--- config.mk ---
export PLATFORM = sky130hd
export DESIGN_NAME = xts_tweak_rewind
export DESIGN_NICKNAME = d
export VERILOG_FILES = /design/src/rtl/xts_tweak_rewind.sv
export SDC_FILE = /design/constraint.sdc
export NUM_CORES = 1
export LEC_CHECK = 0
export CAP_MARGIN = 30
export CORE_ASPECT_RATIO = 1.2
export CORE_MARGIN = 2
export CORE_UTILIZATION = 30
export DETAILED_ROUTE_END_ITERATION = 10
export PLACE_DENSITY = 0.68
export SLEW_MARGIN = 40
export SYNTH_ARGS = -nofsm -noshare
export SYNTH_HDL_FRONTEND = slang
export SYNTH_SLANG_ARGS = --single-unit
--- constraint.sdc ---
create_clock -name clk -period 4.9 [get_ports clk]
set_input_delay 1.47 -clock clk [delete_from_list [all_inputs] [get_ports clk]]
set_output_delay 1.47 -clock clk [all_outputs]
set_load 0.03 [all_outputs]
--- src/rtl/xts_tweak_rewind.sv ---
// XTS tweak rewind: applies `steps` GF(2^128) halvings (or doublings when XTS_TWEAK_FWD_EN
// is defined and dir=1) to a loaded tweak, one step per clock.
// Latency: out_valid rises steps+1 cycles after start is sampled. Result is held in DONE until out_ready.
// Ports: clk/rst (async active-high), load/tweak_in capture a tweak and abort any operation,
//        start/steps (and dir under XTS_TWEAK_FWD_EN) launch a run, busy/out_valid/out_ready/tweak_out
//        report and hand off the result. tweak_out is the tweak register itself.
module xts_tweak_rewind (
    input  logic         clk,
    input  logic         rst,
    input  logic         load,
    input  logic [127:0] tweak_in,
    input  logic         start,
    input  logic [7:0]   steps,
`ifdef XTS_TWEAK_FWD_EN
    input  logic         dir,
`endif
    output logic         busy,
    output logic [127:0] tweak_out,
    output logic         out_valid,
    input  logic         out_ready
);

    typedef enum logic [1:0] {
        IDLE   = 2'd0,
        REWIND = 2'd1,
        DONE   = 2'd2
    } state_t;

    state_t       state_q, state_d;
    logic [127:0] tweak_q, tweak_d;
    logic [7:0]   cnt_q, cnt_d;
    logic [127:0] step_val;

    // The bus carries tweak byte 0 in the top byte, while the polynomial has
    // bit 0 in the LSB of byte 0. Reversing byte order turns the bus into a
    // plain 128-bit polynomial integer (and back again).
    function automatic logic [127:0] byte_swap(input logic [127:0] v);
        logic [127:0] r;
        for (int b = 0; b < 16; b++) begin
            r[8*b +: 8] = v[120-8*b +: 8];
        end
        return r;
    endfunction

    // Inverse of the tweak doubling: undo the 0x87 reduction when the
    // shifted-out bit was set, and restore the carried-out top bit.
    function automatic logic [127:0] gf_half(input logic [127:0] p);
        logic [127:0] r;
        if (p[0]) begin
            r = ((p ^ 128'h87) >> 1) | {1'b1, 127'd0};
        end else begin
            r = p >> 1;
        end
        return r;
    endfunction

`ifdef XTS_TWEAK_FWD_EN
    logic dir_q, dir_d;

    function automatic logic [127:0] gf_dbl(input logic [127:0] p);
        logic [127:0] r;
        r = p << 1;
        if (p[127]) begin
            r = r ^ 128'h87;
        end
        return r;
    endfunction

    always_comb begin
        if (dir_q) begin
            step_val = byte_swap(gf_dbl(byte_swap(tweak_q)));
        end else begin
            step_val = byte_swap(gf_half(byte_swap(tweak_q)));
        end
    end
`else
    always_comb begin
        step_val = byte_swap(gf_half(byte_swap(tweak_q)));
    end
`endif

    // State register
    always_ff @(posedge clk or posedge rst) begin
        if (rst) begin
            state_q <= IDLE;
        end else begin
            state_q <= state_d;
        end
    end

    // Datapath registers
    always_ff @(posedge clk or posedge rst) begin
        if (rst) begin
            tweak_q <= 128'd0;
            cnt_q   <= 8'd0;
`ifdef XTS_TWEAK_FWD_EN
            dir_q   <= 1'b0;
`endif
        end else begin
            tweak_q <= tweak_d;
            cnt_q   <= cnt_d;
`ifdef XTS_TWEAK_FWD_EN
            dir_q   <= dir_d;
`endif
        end
    end

    // Next-state and datapath update; load overrides everything else.
    always_comb begin
        state_d = state_q;
        tweak_d = tweak_q;
        cnt_d   = cnt_q;
`ifdef XTS_TWEAK_FWD_EN
        dir_d   = dir_q;
`endif
        if (load) begin
            tweak_d = tweak_in;
            cnt_d   = 8'd0;
            state_d = IDLE;
        end else begin
            case (state_q)
                IDLE: begin
                    if (start) begin
                        cnt_d   = steps;
`ifdef XTS_TWEAK_FWD_EN
                        dir_d   = dir;
`endif
                        state_d = (steps == 8'd0) ? DONE : REWIND;
                    end
                end
                REWIND: begin
                    tweak_d = step_val;
                    cnt_d   = cnt_q - 8'd1;
                    if (cnt_q == 8'd1) begin
                        state_d = DONE;
                    end
                end
                DONE: begin
                    if (out_ready) begin
                        state_d = IDLE;
                    end
                end
                default: begin
                    state_d = IDLE;
                end
            endcase
        end
    end

    // Outputs, all derived from registers
    always_comb begin
        busy      = (state_q != IDLE);
        out_valid = (state_q == DONE);
        tweak_out = tweak_q;
    end

endmodule

; ---- After elaboration in Yosys (flattened, before gate mapping)
; Cells that the tools add are included.
[word_totals]
romBits = 0
ramBits = 0
n_memories = 0
latch_bits = 0
ff_bits = 138
[classes]
div = 0
addsub = 1
mux = 12
order_cmp = 0
bitwise_logic = 1
n_shift = 0
multipliers = 0
n_eq_ne = 6
n_reduce_logical = 7
[ops]
columns = cell, n
row1 = $mux 128, 3
row2 = $mux 8, 2
row3 = $pmux 8 s2, 1
row4 = $mux 2, 5
row5 = $eq 8x1->1 const B, 1
row6 = $logic_not 8->1, 1
row7 = $sub 8x1->8 const B, 1
row8 = $ne 3x3->1 const B, 2
row9 = $pmux 2 s3, 1
row10 = $not 4->4, 1
row11 = $reduce_bool 2->1, 2
row12 = $ne 3x2->1 const B, 1
row13 = $reduce_and 3->1, 1
row14 = $reduce_bool 3->1, 1
row15 = $eq 2x1->1 const B, 1
row16 = $eq 2x2->1 const B, 1
row17 = $logic_not 2->1, 1
row18 = $reduce_and 2->1, 1

; ---- Longest topological paths before layout
; Gate-level depths: netlist of the first run.
[depth]
depth_word = 5
ltp_mapped = 7

; ---- Least setup slack after synthesis of the first run
; OpenSTA, ideal clock, no wires.
[synth_timing]
path_kind = input -> register
start = input load
end = register tweak_q[100] (netlist: tweak_out[100])
path_buffers = 4
stages = 6
arrival_ns = 2.382
path_slack_ns = 2.436
required_ns = 4.817
setup_ns = 0.083
path_cell_list = buf_2 buf_2 buf_2 buf_1 nand2_1 o21ai_0
[synth_via]
elab_chain_cells = 1
[synth_rtl]
columns = item, line_no
row1 = "start, declared", 10  ; input logic load,
row2 = $mux 128 or $reduce_bool 2->1 (tied branches), --
row3 = "end signal, assigned", 100  ; tweak_q <= tweak_d;
row4 = "end, declared", 30  ; logic [127:0] tweak_q, tweak_d;
; Parallel ways exist; a longest one is shown, timed or not.
; A chain may end at the register's enable or synchronous reset.

; ---- Worst setup path after layout of the first run
[layout_timing]
start = register state_q[1]
end = output out_valid
[layout_via]
elab_chain_cells = 1
[layout_rtl]
columns = item, line_no
row1 = "start, declared", 29  ; state_t state_q, state_d;
row2 = "start signal, assigned", 87  ; state_q <= state_d;
row3 = $eq 2x2->1, 153  ; out_valid = (state_q == DONE);
row4 = "end, declared", 19  ; output logic out_valid,
; Every way passes these cells.

==> report_table.html, run 1 <==
<table>
<tr><th>Metric</th><th>Value</th></tr>
<tr><th colspan="2">Die</th></tr>
<tr><td>Die area</td><td>between 20000 and 25000 µm²</td></tr>
<tr><td>Die extent in y</td><td>165 µm</td></tr>
<tr><td>Boundary Pins</td><td>roughly 270</td></tr>
<tr><td>Total core area</td><td>roughly 21000 µm²</td></tr>
<tr><td>Std-Cell Rows</td><td>59</td></tr>
<tr><td>Width of the chip</td><td>between 100 and 150 µm</td></tr>
<tr><td>Starting density of the core</td><td>30.2%</td></tr>
<tr><th colspan="2">Clock tree</th></tr>
<tr><td>Skew-Pair Late Insertion Delay</td><td>just over 0.4 ns</td></tr>
<tr><td>Resized Gates After CTS</td><td>0</td></tr>
<tr><td>H-tree depth</td><td>4</td></tr>
<tr><td>Count of clock tree sinks</td><td>between 100 and 150</td></tr>
<tr><td>Cts hold-fix bufs</td><td>0</td></tr>
<tr><td>Buffer levels on the longest clock path</td><td>2</td></tr>
<tr><td>Number of buffers inserted during clock tree synthesis</td><td>17</td></tr>
<tr><td>Post-CTS setup buffer count</td><td>0</td></tr>
<tr><td>Clock Root Buffer</td><td>sky130_fd_sc_hd__clkbuf_16</td></tr>
<tr><td>Clock-pin slew of the registers on the worst-case setup and hold paths</td><td>~0.06 ns</td></tr>
<tr><td>CTS tree</td><td>yes</td></tr>
<tr><th colspan="2">Routing</th></tr>
<tr><td>Routed len/inst</td><td>around 16 µm</td></tr>
<tr><td>Drt first-iter violations</td><td>223</td></tr>
<tr><td>Number of remaining DRC errors</td><td>0</td></tr>
<tr><td>Detailed-route wire length</td><td>approximately 19 mm</td></tr>
<tr><td>Via/cell ratio</td><td>4.72</td></tr>
<tr><td>Routed vias</td><td>about 5600</td></tr>
<tr><td>DRT Pass-1 Iters</td><td>6</td></tr>
<tr><td>Antenna-violating nets left</td><td>0</td></tr>
<tr><th colspan="2">Global routing</th></tr>
<tr><td>Leftover overflow at the end of global routing</td><td>0</td></tr>
<tr><td>First-pass GRT wire length</td><td>between 20 and 30 mm</td></tr>
<tr><td>Total global routing track utilization</td><td>between 15 and 20%</td></tr>
<tr><td>Pin count of the biggest net entering global routing</td><td>142</td></tr>
<tr><td>Antenna violations before repair</td><td>1</td></tr>
<tr><td>Vias in the first global route</td><td>around 5300</td></tr>
<tr><th colspan="2">Worst setup path</th></tr>
<tr><td>Timing startpoint of the critical path</td><td>state_q[1]</td></tr>
<tr><td>Crit path capture</td><td>out_valid</td></tr>
<tr><td>Critical register-to-register path endpoint</td><td>state_q[1]</td></tr>
<tr><td>Startpoint types</td><td>register</td></tr>
<tr><td>Highest net fanout along the worst path</td><td>9</td></tr>
<tr><td>Type of element capturing the critical path</td><td>output pin</td></tr>
<tr><td>Start of the worst register-to-register path</td><td>state_q[1]</td></tr>
<tr><td>Ordered list of cells on the worst path</td><td>nor2b_1 -&gt; clkdlybuf4s50_1</td></tr>
<tr><td>Highest-delay cell along the critical path</td><td>sky130_fd_sc_hd__clkdlybuf4s50_1</td></tr>
<tr><td>Setup slack, reg-to-reg</td><td>between 2 and 3 ns</td></tr>
<tr><td>R2R cell count</td><td>5</td></tr>
<tr><td>Critical Setup Path Class</td><td>reg -&gt; out</td></tr>
<tr><td>Slowest cell delay on critical path</td><td>0.72 ns</td></tr>
<tr><td>CP Data Required Time</td><td>between 3 and 4 ns</td></tr>
<tr><td>Critical Path AT</td><td>roughly 1.8 ns</td></tr>
<tr><th colspan="2">Cells and area</th></tr>
<tr><td>Number of nets in the finished design</td><td>1036</td></tr>
<tr><td>Post-layout util</td><td>a little under half</td></tr>
<tr><td>Fill cell count</td><td>just under 2000</td></tr>
<tr><td>Ant diodes</td><td>0</td></tr>
<tr><td>Area Growth Syn to Fin</td><td>55.3%</td></tr>
<tr><td>Final standard cell count with taps included and fillers excluded</td><td>around 1200</td></tr>
<tr><td>Fraction of final layout cells with drive strength greater than 1</td><td>under 10%</td></tr>
<tr><th colspan="2">Timing</th></tr>
<tr><td>Total Negative Setup Slacks</td><td>0 ns</td></tr>
<tr><td>Post-layout minimum cycle time</td><td>roughly 3.3 ns</td></tr>
<tr><td>Finish-stage setup viols</td><td>0</td></tr>
<tr><td>Max_slew headroom</td><td>around half</td></tr>
<tr><td>Total count of max-transition violations in the final report</td><td>0</td></tr>
<tr><td>Share of the clock period used by the worst path after layout</td><td>67.4%</td></tr>
<tr><td>Hold violation total from the final report</td><td>0</td></tr>
<tr><td>Max Fclk</td><td>a little over 0.3 GHz</td></tr>
<tr><td>Worst hold slack</td><td>~0.53 ns</td></tr>
<tr><td>Fin Clk Skew</td><td>roughly 0.013 ns</td></tr>
<tr><td>Unrepaired setup endpoints after global routing</td><td>no</td></tr>
<tr><td>Slew @ Worst Pin</td><td>between 0.7 and 0.8 ns</td></tr>
<tr><th colspan="2">Pwr</th></tr>
<tr><td>Worst supply voltage drop on vdd</td><td>268 µV</td></tr>
<tr><td>Overall power</td><td>about 5500 µW</td></tr>
<tr><td>Leakage</td><td>~0.0044 µW</td></tr>
<tr><td>Total power per unit cell area</td><td>between 500 and 600 nW/µm²</td></tr>
<tr><th colspan="2">Logic synthesis</th></tr>
<tr><td>Synth Warn #</td><td>0</td></tr>
<tr><td>Fraction of synthesized cell area taken by the top area cell type</td><td>around 53%</td></tr>
<tr><td>Post-synthesis sequential area ratio</td><td>53.1%</td></tr>
<tr><td>Top area cells in the synthesized netlist</td><td>sky130_fd_sc_hd__dfrtp_1 53%, sky130_fd_sc_hd__mux2i_1 19%, sky130_fd_sc_hd__o21ai_0 10%, sky130_fd_sc_hd__nand2_1 7.6%, sky130_fd_sc_hd__clkbuf_1 1.4%</td></tr>
<tr><td>Post-synthesis instance total</td><td>roughly 650</td></tr>
<tr><td>Synth Cell Area</td><td>roughly 6500 µm²</td></tr>
<tr><td>Avg Inst Size Synth</td><td>around 10 µm²</td></tr>
<tr><td>Post-Synthesis Net Count</td><td>around 800</td></tr>
<tr><td>Number of storage elements in the synthesis netlist</td><td>between 100 and 150</td></tr>
<tr><td>Synth unique cells</td><td>31</td></tr>
<tr><td>Cell type contributing the most total cell area after synthesis</td><td>sky130_fd_sc_hd__dfrtp_1</td></tr>
<tr><th colspan="2">Placed design</th></tr>
<tr><td>HPWL after DPL</td><td>12.8 mm</td></tr>
<tr><td>Number of placed instances with taps included</td><td>between 1000 and 1500</td></tr>
<tr><td>GP Congestion</td><td>around 0.8</td></tr>
<tr><td>Count of buffers from port buffering</td><td>270</td></tr>
<tr><th colspan="2">Job</th></tr>
<tr><td>MaxCap Viol Count</td><td>0</td></tr>
<tr><th colspan="2">Hold path</th></tr>
<tr><td>Type of the most critical hold path</td><td>reg -&gt; reg</td></tr>
<tr><td>Count of cells along the worst hold path</td><td>2</td></tr>
<tr><td>Start point of the worst hold path</td><td>cnt_q[7]</td></tr>
<tr><th colspan="2">Outcome</th></tr>
<tr><td>Run status</td><td>finished clean</td></tr>
</table>
-- per-layer routing --
layer  wire length [µm]  vias up  global-route usage [%]
li1                   -     2730                       -
met1               7890     2636                    19.8
met2               8960      174                    25.5
met3               1230       27                    4.96
met4                448        2                    6.12
met5                 12        -                       0
-- worst min-delay path by stage --
stage	endpoint	slack, ns
floorplan	cnt_q[7]	0.49
detailed placement	cnt_q[7]	0.52
finish	cnt_q[7]	0.53
global placement	cnt_q[7]	0.51
global route	cnt_q[7]	0.56
CTS	cnt_q[7]	0.52
-- report_power, final --
group	internal (µW)	switching (µW)	leakage, µW
clock	921	515	0.000317
combinational	1080	1280	0.00242
sequential	1420	259	0.00169
total	3420	2050	0.00442
-- cell usage after synthesis --
library cell and n:
sky130_fd_sc_hd__a21o_1 3, sky130_fd_sc_hd__a21oi_1 14, sky130_fd_sc_hd__a22o_1 1, sky130_fd_sc_hd__a22oi_1 1
sky130_fd_sc_hd__a311oi_1 1, sky130_fd_sc_hd__buf_1 4, sky130_fd_sc_hd__buf_2 14, sky130_fd_sc_hd__buf_4 5
sky130_fd_sc_hd__clkbuf_1 25, sky130_fd_sc_hd__dfrtp_1 138, sky130_fd_sc_hd__ha_1 2, sky130_fd_sc_hd__inv_1 6
sky130_fd_sc_hd__mux2i_1 125, sky130_fd_sc_hd__nand2_1 131, sky130_fd_sc_hd__nand2b_1 1, sky130_fd_sc_hd__nor2_1 11
sky130_fd_sc_hd__nor2b_1 2, sky130_fd_sc_hd__nor3_1 6, sky130_fd_sc_hd__nor3b_1 3, sky130_fd_sc_hd__nor4_1 4
sky130_fd_sc_hd__o21ai_0 136, sky130_fd_sc_hd__o21ba_2 1, sky130_fd_sc_hd__o22ai_1 2, sky130_fd_sc_hd__o31ai_1 1
sky130_fd_sc_hd__or2_2 2, sky130_fd_sc_hd__or3_1 1, sky130_fd_sc_hd__or3_2 1, sky130_fd_sc_hd__or4_1 1
sky130_fd_sc_hd__or4_4 1, sky130_fd_sc_hd__xnor2_1 2, sky130_fd_sc_hd__xor2_1 1
-- cells in the final DEF, fill, tap and decap left out, types with 3 or more instances in the layout --
cell and n:
sky130_fd_sc_hd__a21o_1 3, sky130_fd_sc_hd__inv_1 5, sky130_fd_sc_hd__a21oi_1 14, sky130_fd_sc_hd__clkbuf_16 17, sky130_fd_sc_hd__dfrtp_1 138, sky130_fd_sc_hd__nand2_1 131, sky130_fd_sc_hd__nor3_1 6, sky130_fd_sc_hd__bufinv_16 5
sky130_fd_sc_hd__o21ai_0 136, sky130_fd_sc_hd__mux2i_1 125, sky130_fd_sc_hd__clkinvlp_4 3, sky130_fd_sc_hd__nor4_1 4, sky130_fd_sc_hd__clkdlybuf4s50_1 269, sky130_fd_sc_hd__nor3b_1 3, sky130_fd_sc_hd__nor2_1 11, sky130_fd_sc_hd__clkinv_4 3
-- cells by family after synthesis --
logic type	share of synthesized area, %
buffers and inverters	3.68
adders and majority gates	0.385
DFF	53.1
xor gates and xnor gates	0.404
AOI/OAI and AO/OA	12.7
and+or+nand+nor	10.4
muxes	19.3
-- metrics by stage --
step                      setup WS, ns  cell area [µm²]
after global routing              1.46            10100
final                             1.60            10100
after CTS                         1.56            10100
after floorplan                   1.71             6500
after detailed placement          1.92             9430
after global placement            1.97             9410
-- state kept, by name, indices dropped and copies added (netlist names) --
| name | count |
|---|---|
| cnt_q | 8 |
| state_q | 2 |
| tweak_out | 128 |
-- worst max-delay path, delay by kind of cell, from the launching register on --
kind / cells / cell delay, ns
flops: 1 / 0.49
buf+inv: 1 / 0.72
simple gates: 1 / 0.22
-- area by class of cell --
class	instances	area, µm²	area share, %
Sequential cell	138	3450	34.2
Multi-Input combinational cell	454	2820	27.9
Timing Repair Buffer	276	2790	27.7
Clock buffer	18	439	4.35
Tap cell	274	343	3.40
Clock inverter	14	219	2.17
Inverter	6	26.3	0.260
Note: power is estimated with default switching activity, not from simulation.
==> run 2, diff against run 1 <==
==> constraint.sdc (replaced) <==
create_clock -name clk -period 2.95 [get_ports clk]
set_input_delay 0.885 -clock clk [delete_from_list [all_inputs] [get_ports clk]]
set_output_delay 0.885 -clock clk [all_outputs]
set_load 0.03 [all_outputs]
==> run 2 against run 1 <==
Effect of this change: total power grew 62%; sequential power grew 66%; final cell count grew 0.42%; setup slack lost 1.4 ns; hold slack gained 0.0046 ns; non-clock buffer count grew 6; die area is the same; cell area grew 0.25%.
==> report_table.html, run 2 (synthesis gave the netlist of run 1 again) <==
<table>
<tr><th>Metric</th><th>Value</th></tr>
<tr><th colspan="2">Outcome</th></tr>
<tr><td>Run status</td><td>finished clean</td></tr>
<tr><th colspan="2">Worst setup path</th></tr>
<tr><td>Top delay family on crit path</td><td>buffers and inverters</td></tr>
<tr><td>Critical Path AT</td><td>1.84 ns (about the same)</td></tr>
<tr><td>Startpoint types</td><td>register</td></tr>
<tr><td>Highest net fanout along the worst path</td><td>9 (unchanged)</td></tr>
<tr><td>Highest-delay cell along the critical path</td><td>sky130_fd_sc_hd__clkdlybuf4s50_1</td></tr>
<tr><td>Type of element capturing the critical path</td><td>output pin</td></tr>
<tr><td>Crit path buf inv count</td><td>1 (unchanged)</td></tr>
<tr><td>Critical Setup Path Class</td><td>reg -&gt; out</td></tr>
<tr><td>Ordered list of cells on the worst path</td><td>nor2b_1 -&gt; clkdlybuf4s50_1</td></tr>
<tr><td>Slowest cell delay on critical path</td><td>0.72 ns (about the same)</td></tr>
<tr><td>CP Data Required Time</td><td>2.07 ns (-1.36 ns)</td></tr>
<tr><th colspan="2">Clock tree</th></tr>
<tr><td>H-tree depth</td><td>4 (unchanged)</td></tr>
<tr><td>Clock Root Buffer</td><td>sky130_fd_sc_hd__clkbuf_16</td></tr>
<tr><td>Clock-pin slew of the registers on the worst-case setup and hold paths</td><td>0.06 ns (about the same)</td></tr>
<tr><td>Cts hold-fix bufs</td><td>0 (unchanged)</td></tr>
<tr><td>CTS tree</td><td>yes</td></tr>
<tr><td>Number of buffers inserted during clock tree synthesis</td><td>17 (unchanged)</td></tr>
<tr><td>Skew-Pair Late Insertion Delay</td><td>0.41 ns (about the same)</td></tr>
<tr><td>Resized Gates After CTS</td><td>0 (unchanged)</td></tr>
<tr><td>Post-CTS setup buffer count</td><td>0 (unchanged)</td></tr>
<tr><td>Count of clock tree sinks</td><td>138 (unchanged)</td></tr>
<tr><td>Buffer levels on the longest clock path</td><td>2 (unchanged)</td></tr>
<tr><th colspan="2">Placed design</th></tr>
<tr><td>HPWL after DPL</td><td>13.0 mm (+1.5%)</td></tr>
<tr><td>Count of buffers from port buffering</td><td>270 (unchanged)</td></tr>
<tr><td>GP Congestion</td><td>0.786 (-1.8%)</td></tr>
<tr><th colspan="2">Timing</th></tr>
<tr><td>Total count of max-transition violations in the final report</td><td>0 (unchanged)</td></tr>
<tr><td>Fin Clk Skew</td><td>0.00875 ns (-0.00428 ns)</td></tr>
<tr><td>Total Negative Setup Slacks</td><td>0 ns (unchanged)</td></tr>
<tr><td>Post-layout minimum cycle time</td><td>about 2.7 ns</td></tr>
<tr><td>Max_slew headroom</td><td>55.9% (+6.8 points)</td></tr>
<tr><td>Finish-stage setup viols</td><td>0 (unchanged)</td></tr>
<tr><td>Worst hold slack</td><td>0.533 ns (+0.00457 ns)</td></tr>
<tr><td>Unrepaired setup endpoints after global routing</td><td>no</td></tr>
<tr><td>Hold violation total from the final report</td><td>0 (unchanged)</td></tr>
<tr><td>Share of the clock period used by the worst path after layout</td><td>just over 90%</td></tr>
<tr><td>Slew @ Worst Pin</td><td>0.662 ns (-0.103 ns)</td></tr>
<tr><td>Max Fclk</td><td>0.366 GHz</td></tr>
<tr><th colspan="2">Routing</th></tr>
<tr><td>Antenna-violating nets left</td><td>0 (unchanged)</td></tr>
<tr><td>Via/cell ratio</td><td>4.71 (-0.15%)</td></tr>
<tr><td>Routed len/inst</td><td>15.6 µm (-0.82%)</td></tr>
<tr><td>Drt first-iter violations</td><td>178 (-20%)</td></tr>
<tr><td>Detailed-route wire length</td><td>18.5 mm (-0.40%)</td></tr>
<tr><td>Routed vias</td><td>5584 (+0.27%)</td></tr>
<tr><td>DRT Pass-1 Iters</td><td>7 (+1)</td></tr>
<tr><td>Number of remaining DRC errors</td><td>0 (unchanged)</td></tr>
<tr><th colspan="2">Pwr</th></tr>
<tr><td>Leakage</td><td>0.00444 µW (+0.29%)</td></tr>
<tr><td>Total power per unit cell area</td><td>879 nW/µm² (+62%)</td></tr>
<tr><td>Worst supply voltage drop on vdd</td><td>429 µV (+60%)</td></tr>
<tr><th colspan="2">Global routing</th></tr>
<tr><td>Antenna violations before repair</td><td>1 (unchanged)</td></tr>
<tr><td>Vias in the first global route</td><td>5426 (+2.6%)</td></tr>
<tr><td>Leftover overflow at the end of global routing</td><td>0 (unchanged)</td></tr>
<tr><td>First-pass GRT wire length</td><td>28.7 mm (-0.41%)</td></tr>
<tr><td>Total global routing track utilization</td><td>15.7% (-0.082 points)</td></tr>
<tr><td>Pin count of the biggest net entering global routing</td><td>145 (+2.1%)</td></tr>
<tr><th colspan="2">Cells and area</th></tr>
<tr><td>Number of nets in the finished design</td><td>1042 (+0.58%)</td></tr>
<tr><td>Max reg flops</td><td>128 (unchanged)</td></tr>
<tr><td>Ant diodes</td><td>0 (unchanged)</td></tr>
<tr><td>Most common cell after layout, fill and taps aside</td><td>sky130_fd_sc_hd__clkdlybuf4s50_1</td></tr>
<tr><td>Fraction of final layout cells with drive strength greater than 1</td><td>5.71% (+0.52 points)</td></tr>
<tr><td>Most frequent cells in the layout</td><td>269 x sky130_fd_sc_hd__clkdlybuf4s50_1, 138 x sky130_fd_sc_hd__dfrtp_1, 136 x sky130_fd_sc_hd__o21ai_0, 131 x sky130_fd_sc_hd__nand2_1, 125 x sky130_fd_sc_hd__mux2i_1</td></tr>
<tr><td>Area Growth Syn to Fin</td><td>55.7%</td></tr>
<tr><th colspan="2">Die</th></tr>
<tr><td>Starting density of the core</td><td>30.2% (unchanged)</td></tr>
<tr><td>Std-Cell Rows</td><td>59 (unchanged)</td></tr>
<tr><td>Die area</td><td>22900 µm² (unchanged)</td></tr>
<tr><td>Width of the chip</td><td>138 µm (unchanged)</td></tr>
<tr><td>Die extent in y</td><td>165 µm (unchanged)</td></tr>
<tr><td>Total core area</td><td>21500 µm² (unchanged)</td></tr>
<tr><td>Boundary Pins</td><td>271 (unchanged)</td></tr>
<tr><th colspan="2">Job</th></tr>
<tr><td>MaxCap Viol Count</td><td>0 (unchanged)</td></tr>
<tr><th colspan="2">Hold path</th></tr>
<tr><td>Type of the most critical hold path</td><td>reg -&gt; reg</td></tr>
</table>
-- run 2: changes by cell type in the layout (fill, tap and decap cells not counted), sizes merged --
cell	before	now
buf	6	13
bufinv	5	2
clkinvlp	3	4
clkinv	5	4
inv	7	8
-- run 2: path summary, 6_finish.rpt --
| path | from | to | slack [ns] | cells past startpoint |
|---|---|---|---|---|
| max | state_q[1] | out_valid | 0.22 | 2 |
| min | cnt_q[7] | cnt_q[7] | 0.53 | 2 |
| max reg2reg | state_q[0] | tweak_out[73] | 0.97 | 4 |
| min reg2reg | cnt_q[7] | cnt_q[7] | 0.53 | 2 |
| max in group asynchronous | rst | tweak_out[23] | 1.45 | 3 |
| min in group asynchronous | rst | tweak_out[45] | 0.84 | 2 |
-- run 2: routing by layer --
metal	part of all wire, %	wire length [µm]	global-route usage (%)
met5	0.038	7	0
met4	2.2	402	6.31
met3	6.4	1180	5.10
met2	49	9000	25.9
met1	43	7880	19.1
-- run 2: final cells by class --
class,count,area (µm²)
Timing Repair Buffer,282,2880
Tap cell,274,343
Multi-Input combinational cell,454,2820
Fill cell,2002,11400
Inverter,6,26.3
Clock inverter,12,140
Clock buffer,19,453
Sequential cell,138,3450
-- run 2: per-stage QoR --
| step | util [%] | setup WS [ns] | std cells | instance area, µm² | power [µW] |
|---|---|---|---|---|---|
| after global routing | 47.1 | 0.127 | 1185 | 10100 | 9410 |
| after global placement | 44.3 | 0.653 | 1154 | 9520 | 6780 |
| final | 47.1 | 0.221 | 1185 | 10100 | 8900 |
| after floorplan | - | 0.344 | 646 | 6500 | 5280 |
| after CTS | 47.1 | 0.189 | 1185 | 10100 | 9020 |
| after detailed placement | 44.3 | 0.629 | 1154 | 9520 | 6820 |
-- run 2: tightest hold or removal path, stage by stage, from the launching register on --
cell and delay, ns:
sky130_fd_sc_hd__dfrtp_1 0.38, sky130_fd_sc_hd__inv_1 0.05, sky130_fd_sc_hd__o22ai_1 0.06
-- run 2: power breakdown --
group	internal (µW)	switching, µW	total (µW)	leakage [µW]
Sequential	2360	433	2790	0.00169
Combinational	1830	2130	3960	0.00247
Clock	1300	847	2140	0.000282
Total	5490	3410	8900	0.00444
